## src/rtl/uart_cmd_pkg.sv

```systemverilog
// Shared types and constants for the UART command frame parser.
package uart_cmd_pkg;

   typedef enum logic [2:0] {
      IDLE  = 3'd0,
      CMD   = 3'd1,
      ARG_H = 3'd2,
      ARG_L = 3'd3,
      CHK   = 3'd4
   } state_t;

   localparam logic [7:0] HDR_BYTE  = 8'h55;
   localparam int         FRAME_LEN = 5;

   // Frame checksum is a plain 8-bit sum; carries fall off the top.
   function automatic logic [7:0] csum_add(input logic [7:0] acc, input logic [7:0] b);
      return acc + b;
   endfunction

endpackage

```

## src/rtl/uart_cmd_parser_gap_timer.sv

```systemverilog
// Inter-byte gap timer: counts idle cycles while enabled, pulses expired once the gap is too long.
module uart_gap_timer #(
   parameter int TIMEOUT_CYC = 156240
) (
   input  logic clk,
   input  logic rst_n,
   input  logic enable,
   input  logic kick,
   output logic expired
);

   localparam int                CNT_W    = $clog2(TIMEOUT_CYC + 1);
   localparam logic [CNT_W-1:0]  CNT_LAST = CNT_W'(TIMEOUT_CYC - 1);

   logic [CNT_W-1:0] cnt_q, cnt_d;

   // A kick on the final count wins over expiry.
   always_comb begin
      expired = 1'b0;
      cnt_d   = cnt_q;
      if (!enable || kick) begin
         cnt_d = '0;
      end else if (cnt_q == CNT_LAST) begin
         expired = 1'b1;
         cnt_d   = '0;
      end else begin
         cnt_d = cnt_q + CNT_W'(1);
      end
   end

   always_ff @(posedge clk) begin
      if (!rst_n) cnt_q <= '0;
      else        cnt_q <= cnt_d;
   end

endmodule

```

## src/rtl/uart_cmd_parser.sv

```systemverilog
// Assembles 5-byte UART command frames (55 cmd arg_hi arg_lo sum) into cmd_valid pulses.
// Optional error counter port err_cnt is compiled in with UART_CMD_ERRCNT_EN.
module uart_cmd_parser
   import uart_cmd_pkg::*;
#(
   parameter int CLK_FREQ  = 50000000,
   parameter int UART_BPS  = 9600,
   parameter int GAP_BYTES = 3
) (
   input  logic        sys_clk,
   input  logic        sys_rst_n,
   input  logic        rx_done,
   input  logic [7:0]  rx_data,
   output logic        cmd_valid,
   output logic [7:0]  cmd_code,
   output logic [15:0] cmd_arg,
   output logic        frame_err
`ifdef UART_CMD_ERRCNT_EN
   ,
   output logic [7:0]  err_cnt
`endif
);

   localparam int TIMEOUT_CYC = CLK_FREQ / UART_BPS * 10 * GAP_BYTES;

   state_t      state_q, state_d;
   logic [7:0]  cmd_q, cmd_d;
   logic [7:0]  arg_hi_q, arg_hi_d;
   logic [7:0]  arg_lo_q, arg_lo_d;
   logic [7:0]  acc_q, acc_d;
   logic [7:0]  cmd_code_q, cmd_code_d;
   logic [15:0] cmd_arg_q, cmd_arg_d;
   logic        cmd_valid_q, cmd_valid_d;
   logic        frame_err_q, frame_err_d;
   logic        gap_expired;

   uart_gap_timer #(
      .TIMEOUT_CYC(TIMEOUT_CYC)
   ) u_gap_timer (
      .clk    (sys_clk),
      .rst_n  (sys_rst_n),
      .enable (state_q != IDLE),
      .kick   (rx_done),
      .expired(gap_expired)
   );

   always_comb begin
      state_d     = state_q;
      cmd_d       = cmd_q;
      arg_hi_d    = arg_hi_q;
      arg_lo_d    = arg_lo_q;
      acc_d       = acc_q;
      cmd_code_d  = cmd_code_q;
      cmd_arg_d   = cmd_arg_q;
      cmd_valid_d = 1'b0;
      frame_err_d = 1'b0;
      if (rx_done) begin
         unique case (state_q)
            IDLE: begin
               if (rx_data == HDR_BYTE) begin
                  state_d = CMD;
                  acc_d   = '0;
               end
            end
            CMD: begin
               cmd_d   = rx_data;
               acc_d   = rx_data;
               state_d = ARG_H;
            end
            ARG_H: begin
               arg_hi_d = rx_data;
               acc_d    = csum_add(acc_q, rx_data);
               state_d  = ARG_L;
            end
            ARG_L: begin
               arg_lo_d = rx_data;
               acc_d    = csum_add(acc_q, rx_data);
               state_d  = CHK;
            end
            CHK: begin
               state_d = IDLE;
               if (rx_data == acc_q) begin
                  cmd_valid_d = 1'b1;
                  cmd_code_d  = cmd_q;
                  cmd_arg_d   = {arg_hi_q, arg_lo_q};
               end else begin
                  frame_err_d = 1'b1;
               end
            end
            default: state_d = IDLE;
         endcase
      end else if (gap_expired) begin
         state_d     = IDLE;
         frame_err_d = 1'b1;
      end
   end

   always_ff @(posedge sys_clk) begin
      if (!sys_rst_n) begin
         state_q     <= IDLE;
         cmd_q       <= '0;
         arg_hi_q    <= '0;
         arg_lo_q    <= '0;
         acc_q       <= '0;
         cmd_code_q  <= '0;
         cmd_arg_q   <= '0;
         cmd_valid_q <= 1'b0;
         frame_err_q <= 1'b0;
      end else begin
         state_q     <= state_d;
         cmd_q       <= cmd_d;
         arg_hi_q    <= arg_hi_d;
         arg_lo_q    <= arg_lo_d;
         acc_q       <= acc_d;
         cmd_code_q  <= cmd_code_d;
         cmd_arg_q   <= cmd_arg_d;
         cmd_valid_q <= cmd_valid_d;
         frame_err_q <= frame_err_d;
      end
   end

   assign cmd_valid = cmd_valid_q;
   assign cmd_code  = cmd_code_q;
   assign cmd_arg   = cmd_arg_q;
   assign frame_err = frame_err_q;

`ifdef UART_CMD_ERRCNT_EN
   logic [7:0] err_cnt_q, err_cnt_d;

   // Counts in step with the frame_err register so both change on the same edge.
   always_comb begin
      err_cnt_d = err_cnt_q;
      if (frame_err_d && (err_cnt_q != 8'hFF)) err_cnt_d = err_cnt_q + 8'd1;
   end

   always_ff @(posedge sys_clk) begin
      if (!sys_rst_n) err_cnt_q <= '0;
      else            err_cnt_q <= err_cnt_d;
   end

   assign err_cnt = err_cnt_q;
`endif

endmodule

```

## config.mk

```make
export PLATFORM = sky130hd
export DESIGN_NAME = uart_cmd_parser
export DESIGN_NICKNAME = d
export VERILOG_FILES = /design/src/rtl/uart_cmd_pkg.sv /design/src/rtl/uart_cmd_parser_gap_timer.sv /design/src/rtl/uart_cmd_parser.sv
export SDC_FILE = /design/constraint.sdc
export NUM_CORES = 1
export LEC_CHECK = 0
export ABC_AREA = 1
export CAP_MARGIN = 20
export CORE_MARGIN = 2
export CORE_UTILIZATION = 50
export CTS_CLUSTER_SIZE = 8
export DETAILED_ROUTE_END_ITERATION = 6
export HOLD_SLACK_MARGIN = 0.06
export PLACE_DENSITY = 0.78
export SLEW_MARGIN = 0
export SYNTH_ARGS = -nofsm -noshare
export SYNTH_HDL_FRONTEND = slang
export SYNTH_SLANG_ARGS = --single-unit
```

## constraint.sdc

```tcl
create_clock -name sys_clk -period 1.7 [get_ports sys_clk]
set_input_delay 0.425 -clock sys_clk [delete_from_list [all_inputs] [get_ports sys_clk]]
set_output_delay 0.425 -clock sys_clk [all_outputs]
set_load 0.03 [all_outputs]
```

==> results of run 1 <==
==> synthesized netlist by cell type, types with 2 or more instances <==
cell type,number,area [µm²]
xnor2_1,3,26.3
a21oi_1,70,350
buf_2,4,20.0
ha_1,8,100
inv_2,4,15.0
or2_2,4,25.0
a21oi_2,3,26.3
o22ai_1,2,12.5
nand3_1,35,175
xor2_1,6,52.6
nand3_2,2,20.0
nor2_2,3,18.8
clkbuf_1,9,33.8
nor3_1,11,55.1
inv_1,61,229
o21ai_0,50,250
nand4_1,5,31.3
dfxtp_1,79,1580
nand2_1,58,218
nor2_1,35,131
nor3b_1,2,15.0
nand2_2,3,18.8
==> sequential cells by signal, summed over array words and instances, names as in the netlist <==
register	count
cmd_valid	1
arg_hi_q	8
state_q	3
cmd_arg	16
cmd_code	8
arg_lo_q	8
acc_q	8
cmd_q	8
frame_err	1
u_gap_timer.cnt_q	18
==> stage by stage <==
| stage | setup slack (ns) | total power [mW] | std cells |
|---|---|---|---|
| 2_1_floorplan | 0.0238 | 2.22 | 468 |
| 3_3_place_gp | -0.545 | 2.42 | 629 |
| 3_5_place_dp | -0.631 | 2.43 | 629 |
| 4_1_cts | 0.00828 | 4.00 | 648 |
| 5_1_grt | -0.103 | 4.22 | 651 |
| 6_report | -0.0208 | 4.08 | 651 |
==> power by group through the flow <==
stage	registers, mW	logic [mW]	clock network [mW]
floorplan	1.96	0.263	0
global placement	1.96	0.462	0
detailed placement	1.96	0.468	0
CTS	1.92	0.483	1.60
global route	1.94	0.592	1.69
finish	1.93	0.545	1.60
==> worst max-delay path: stages (launching register included) <==
cell       delay (ns)
dfxtp_1          0.40
ha_4             0.23
nor3_2           0.18
nor2b_4          0.21
nand3_4          0.15
clkbuf_16        0.20
o21ai_1          0.17
a21oi_1          0.06
==> path summary, 6_finish.rpt <==
path                            cells past startpoint  slack, ns   startpoint          end
worst max-delay path                                7      -0.02     acc_q[6]  cmd_arg[12]
worst min-delay path                                2       0.44  cmd_code[4]  cmd_code[4]
worst max register to register                      7      -0.02     acc_q[6]  cmd_arg[12]
worst min register to register                      2       0.44  cmd_code[4]  cmd_code[4]
==> cell families after synthesis <==
kind of cell / after synthesis / share of synthesized area [%]
simple gates: 163 / 21.4
buf+inv: 80 / 9.02
flops: 79 / 45.1
compound gates: 128 / 18.9
xor+xnor: 9 / 2.25
fa+ha+maj: 9 / 3.42
==> per-layer routing <==
metal	part of all wire (%)	up-vias	global-route usage (%)	wire length, µm
li1	-	1706	-	-
met1	44	1624	33.2	4110
met2	45	148	35.5	4200
met3	7.4	34	4.43	682
met4	2.9	0	8.67	265
met5	0	-	0	0
==> cells in the final DEF (no fill, tap or decap), types with 2 or more instances in the layout <==
cell and count:
clkbuf_8 9, xor2_1 6, dfxtp_1 73, inv_6 4, nor2_1 33, o21ai_2 3, buf_6 3, clkdlybuf4s50_1 3
nand4_1 5, buf_12 4, o22ai_1 2, dlygate4sd2_1 30, bufinv_16 2, nand2_2 3, nand3_1 33, buf_4 40
xnor2_1 3, nor2_2 5, or2_2 4, clkdlybuf4s15_1 3, nor3_2 2, nand3_2 3, inv_1 59, a21oi_2 13
nor3b_1 2, a21oi_1 59, dfxtp_2 6, nor3_1 9, o21ai_1 14, clkbuf_16 2, ha_4 7, inv_2 5
o21ai_0 33, nand2_1 58
==> timing repair <==
action / 4_1_cts / 5_1_grt
setup buffers: 1 / 1
cloned: 2 / 2
endpoints found under the setup margin: 58 / 40
resized for setup: 48 / 58
pin swaps: 9 / 5
==> final cells by class <==
type / count / area [µm²]
Fill cell: 506 / 2000
Timing Repair Buffer: 86 / 802
Multi-Input combinational cell: 309 / 1810
Sequential cell: 79 / 1590
Clock buffer: 9 / 124
Tap cell: 96 / 120
Clock inverter: 7 / 100
Inverter: 65 / 246
==> impl_metrics.py, run 1 <==
metrics = {
    "run_status": {
        "status": "finished, violations left",
        "violations": "negative setup slack",
    },
    "floorplan": {
        "die_h_um": 87.8,
        "die_x_um": 87.8,
        "io_pins": 37,
        "coreArea_um2": 6790,
        "rows": 30,
        "dieArea_um2": 7700,
        "start_util_pct": 51.6,
    },
    "pwr": {
        "p_int_mw": 2.98,
        "power.leakage_nw": 1.98,
        "seq_power_share_pct": 47.3,
        "ir_worst_vdd_mv": 0.491,
        "pwr-share-clk_pct": 39.3,
        "p_comb_share_pct": 13.4,
        "p_per_area_nw_per_um2": 851,
        "switching_share_pct": 26.9,
        "p_switching_mw": 1.10,
    },
    "layout": {
        "fin_util_pct": 70.5,
        "syn_to_final_growth_pct": 36.6,
        "diodes": 0,
        "final_area_um2": 4790,
        "final_nets": 570,
        "drive_gt1_share_pct": 22.5,
    },
    "logic_synthesis": {
        "synth_seq_cells": 79,
        "syn_avg_cell_area_um2": 7.50,
        "ys_seq_area_share_pct": 45.1,
        "ys_async_sr_fraction_pct": 0,
        "synthFlopType": "dfxtp_1",
        "syn_nets": 488,
        "syn_inst": 468,
        "synth_cell_type_count": 33,
        "yosysWarnings": 0,
        "synth-edff-count": 0,
        "syn_area_um2": 3510,
    },
    "clocking": {
        "cts_tree": "done",
        "clock-sinks": 79,
        "insertion_delay_ns": 0.36,
        "holdBufCountCts": 0,
        "cts-root-buf": "clkbuf_8",
        "clk_path_buf_depth": 2,
        "numCtsBuffers": 9,
        "cts_max_level": 3,
        "clk_pin_slew_ns": 0.09,
    },
    "sta": {
        "final_hold_viol_count": 0,
        "drv_slew": 0,
        "whs_ns": 0.445,
        "finalWorstSetupSlack_ns": -0.0208,
        "finalSetupViolCount": 11,
        "fin_crit_sh_pct": 101,
        "clock_skew_ns": 0.0133,
        "max_freq_mhz": 581,
        "worstMarginPinSlew_ns": 0.399,
        "finalSetupTns_ns": -0.107,
        "maxSlewHeadroom_pct": 73.2,
        "period_minus_slack_ns": 1.72,
    },
    "place": {
        "placed_area_um2": 4300,
        "dp_hpwl_mm": 6.12,
        "port-buffer-count": 36,
        "gp_congestion": 0.972,
    },
    "setup_path": {
        "critical_path.max_fanout": 5,
        "crit_path_end_kind": "flip-flop",
        "cp.required_ns": 1.94,
        "start_kind": "flip-flop",
        "worstSetupPathType": "flip-flop to flip-flop",
        "worstPathArrival_ns": 1.96,
    },
    "detailed_routing": {
        "finalWirelength_mm": 9.26,
        "first_iter_violations": 339,
        "antenna_left": 0,
        "post_drt_wl_per_cell_um": 14.2,
        "drc_errors": 0,
        "vias": 3512,
        "drt_first_pass_iters": 5,
        "vias_per_cell": 5.39,
    },
    "global_routing": {
        "grt_pass1_wl_mm": 14.3,
        "grt_max_degree": 46,
        "grt_pass1_vias": 3073,
        "grt_antenna_before_repair": 0,
        "grt.overflow.total": 0,
        "grt_use_total_pct": 23.4,
    },
    "run": {
        "drv_cap": 0,
    },
    "hold_path": {
        "hold_path_class": "flip-flop to flip-flop",
    },
}
No activity file was read; power rests on OpenSTA's default activity.
==> inputs of run 2 (changes only) <==
Settings changed: CTS_BUF_LIST set to sky130_fd_sc_hd__clkbuf_8, TNS_END_PERCENT set to 5.
==> run 2 against run 1 <==
  * The run still ends with negative setup slack left
  * First-iteration DRC count increased by 3.8%
  * Wire length about the same
  * Sequential share of layout area about the same
  * Utilization decreased by 0.055 points
  * Final cell count unchanged
  * Largest cell class unchanged
  * Largest power group unchanged
  * Critical path type unchanged
  * Critical endpoint unchanged
  * Sequential cell count unchanged
  * Count of clock-buffer cells in the layout unchanged
  * Power about the same
  * Maximum frequency decreased by 0.26%
  * Sequential power about the same
==> impl_metrics.py, run 2 (synthesized netlist as in run 1, its figures left out) <==
metrics = {
    "clocking": {
        "cts_max_level": 3,
        "numCtsBuffers": 9,
        "cts-root-buf": "clkbuf_8",
        "cts_tree": "done",
        "clk_pin_slew_ns": 0.10,
        "holdBufCountCts": 0,
        "clock-sinks": 79,
        "insertion_delay_ns": 0.36,
        "clk_path_buf_depth": 2,
    },
    "setup_path": {
        "slowest_delay_ns": 0.40,
        "critical_path.reg2reg.startpoint": "acc_q[6]",
        "start_kind": "flip-flop",
        "crit_path_end_kind": "flip-flop",
        "cp_slowest_cell": "dfxtp_1",
        "path_cells": "ha_4, nor3_2, nor2b_4, nand3_4, clkbuf_16, o21ai_1, a21oi_1",
        "worstSetupPathType": "flip-flop to flip-flop",
        "worst_r2r_path_depth": 7,
        "regToRegEndpoint": "cmd_arg[12]",
        "critical_path.max_fanout": 5,
        "cp.required_ns": 1.94,
        "cp_num_buf_inv": 1,
        "worstPathArrival_ns": 1.97,
        "cp.depth": 7,
        "crit_family": "simple AND/OR/NAND/NOR gates",
        "critPathLaunch": "acc_q[6]",
        "reg2reg_slack_ns": -0.03,
        "cp-endpoint": "cmd_arg[12]",
    },
    "layout": {
        "largest_reg_flops": 18,
        "mostFrequentLayoutCells": "dfxtp_1, a21oi_1, inv_1, nand2_1, buf_4",
        "final_nets": 570,
        "regMostFlops": "u_gap_timer.cnt_q",
        "drive_gt1_share_pct": 22.3,
        "diodes": 0,
        "fin_util_pct": 70.5,
        "mostFrequentLayoutCell": "dfxtp_1",
        "syn_to_final_growth_pct": 36.5,
    },
    "global_routing": {
        "grt_antenna_before_repair": 0,
        "grt_pass1_wl_mm": 14.3,
        "grt_pass1_vias": 3073,
        "grt.overflow.total": 0,
        "grt_use_total_pct": 23.4,
        "grt_max_degree": 46,
    },
    "sta": {
        "rsz0062_at_grt": "true",
        "final_hold_viol_count": 0,
        "drv_slew": 0,
        "fin_crit_sh_pct": 101,
        "clock_skew_ns": 0.0142,
        "max_freq_mhz": 580,
        "maxSlewHeadroom_pct": 73.3,
        "finalWorstSetupSlack_ns": -0.0253,
        "period_minus_slack_ns": 1.73,
        "whs_ns": 0.445,
        "finalSetupViolCount": 14,
        "worstMarginPinSlew_ns": 0.398,
    },
    "pwr": {
        "p_total_mw": 4.08,
        "p_per_area_nw_per_um2": 852,
        "ir_worst_vdd_mv": 0.491,
        "power.leakage_nw": 1.98,
        "p_comb_share_pct": 13.4,
        "switching_share_pct": 26.9,
        "p_int_mw": 2.98,
        "seq_power_share_pct": 47.3,
        "pwr-share-clk_pct": 39.3,
        "p_switching_mw": 1.10,
    },
    "detailed_routing": {
        "finalWirelength_mm": 9.26,
        "vias": 3484,
        "drc_errors": 0,
        "first_iter_violations": 352,
        "post_drt_wl_per_cell_um": 14.2,
        "antenna_left": 0,
        "vias_per_cell": 5.35,
        "drt_first_pass_iters": 5,
    },
    "run_status": {
        "status": "finished, violations left",
        "violations": "negative setup slack",
    },
    "run": {
        "drv_cap": 0,
    },
    "place": {
        "port-buffer-count": 36,
        "gp_congestion": 0.972,
        "dp_hpwl_mm": 6.12,
    },
    "floorplan": {
        "die_x_um": 87.8,
        "dieArea_um2": 7700,
        "rows": 30,
        "io_pins": 37,
        "die_h_um": 87.8,
        "start_util_pct": 51.6,
        "coreArea_um2": 6790,
    },
    "hold_path": {
        "hold_path_class": "flip-flop to flip-flop",
    },
}
==> run 2: cell counts in the layout (fill, tap and decap cells not counted) <==
No cell type changed its count.
==> run 2: timing repair <==
item,4_1_cts,5_1_grt
gates resized for setup,48,55
buffers inserted,1,1
pin swaps,9,5
cloned,2,2
endpoints found under the setup margin,58,40
==> run 2: power by group through the flow <==
stage          Combinational (mW)  Clock (mW)  Sequential [mW]
6_report                    0.545        1.60             1.93
3_3_place_gp                0.462           0             1.96
5_1_grt                     0.592        1.69             1.93
4_1_cts                     0.483        1.60             1.92
3_5_place_dp                0.468           0             1.96
2_1_floorplan               0.263           0             1.96
==> run 2: cell type report <==
class / instances / area, µm²
multi-input combinational: 309 / 1810
clock buffer: 9 / 124
fill: 507 / 2010
sequential: 79 / 1590
inverter: 65 / 246
timing repair buffer: 86 / 802
tap: 96 / 120
clock inverter: 7 / 100
==> run 2: worst min path at each step <==
| stage | to | from | depth (start not counted) | slack (ns) |
|---|---|---|---|---|
| 6_report | cmd_code[4] | cmd_code[4] | 2 | 0.44 |
| 3_3_place_gp | cmd_arg[10] | cmd_arg[10] | 2 | 0.43 |
| 4_1_cts | cmd_arg[12] | cmd_arg[12] | 2 | 0.45 |
| 3_5_place_dp | cmd_arg[12] | cmd_arg[12] | 2 | 0.44 |
| 5_1_grt | cmd_code[4] | cmd_code[4] | 2 | 0.47 |
| 2_1_floorplan | arg_hi_q[0] | arg_hi_q[0] | 2 | 0.44 |
==> run 2: metal layers <==
| layer | global-route usage [%] | routed length (µm) | share of wire (%) | vias up |
|---|---|---|---|---|
| li1 | - | - | - | 1703 |
| met5 | 0 | 0 | 0 | - |
| met4 | 8.67 | 248 | 2.7 | 0 |
| met3 | 4.43 | 694 | 7.5 | 33 |
| met1 | 33.2 | 4110 | 44 | 1606 |
| met2 | 35.5 | 4210 | 45 | 142 |
==> run 2: metrics by stage <==
| step | cells | cell area, µm² | worst slack (ns) | TNS (ns) |
|---|---|---|---|---|
| final | 651 | 4790 | -0.0253 | -0.159 |
| after global routing | 651 | 4790 | -0.103 | -0.739 |
| after CTS | 648 | 4560 | 0.00828 | 0 |
| after detailed placement | 629 | 4300 | -0.631 | -21.26 |
| after global placement | 629 | 4300 | -0.545 | -18.69 |
| after floorplan | 468 | 3510 | 0.0238 | 0 |
==> run 2: worst register-to-register path, delay by kind of cell (launching register included) <==
kind            cells  cell delay, ns
compound gates      2            0.23
buf+inv             1            0.20
flops               1            0.40
fa+ha+maj           1            0.23
simple gates        3            0.54
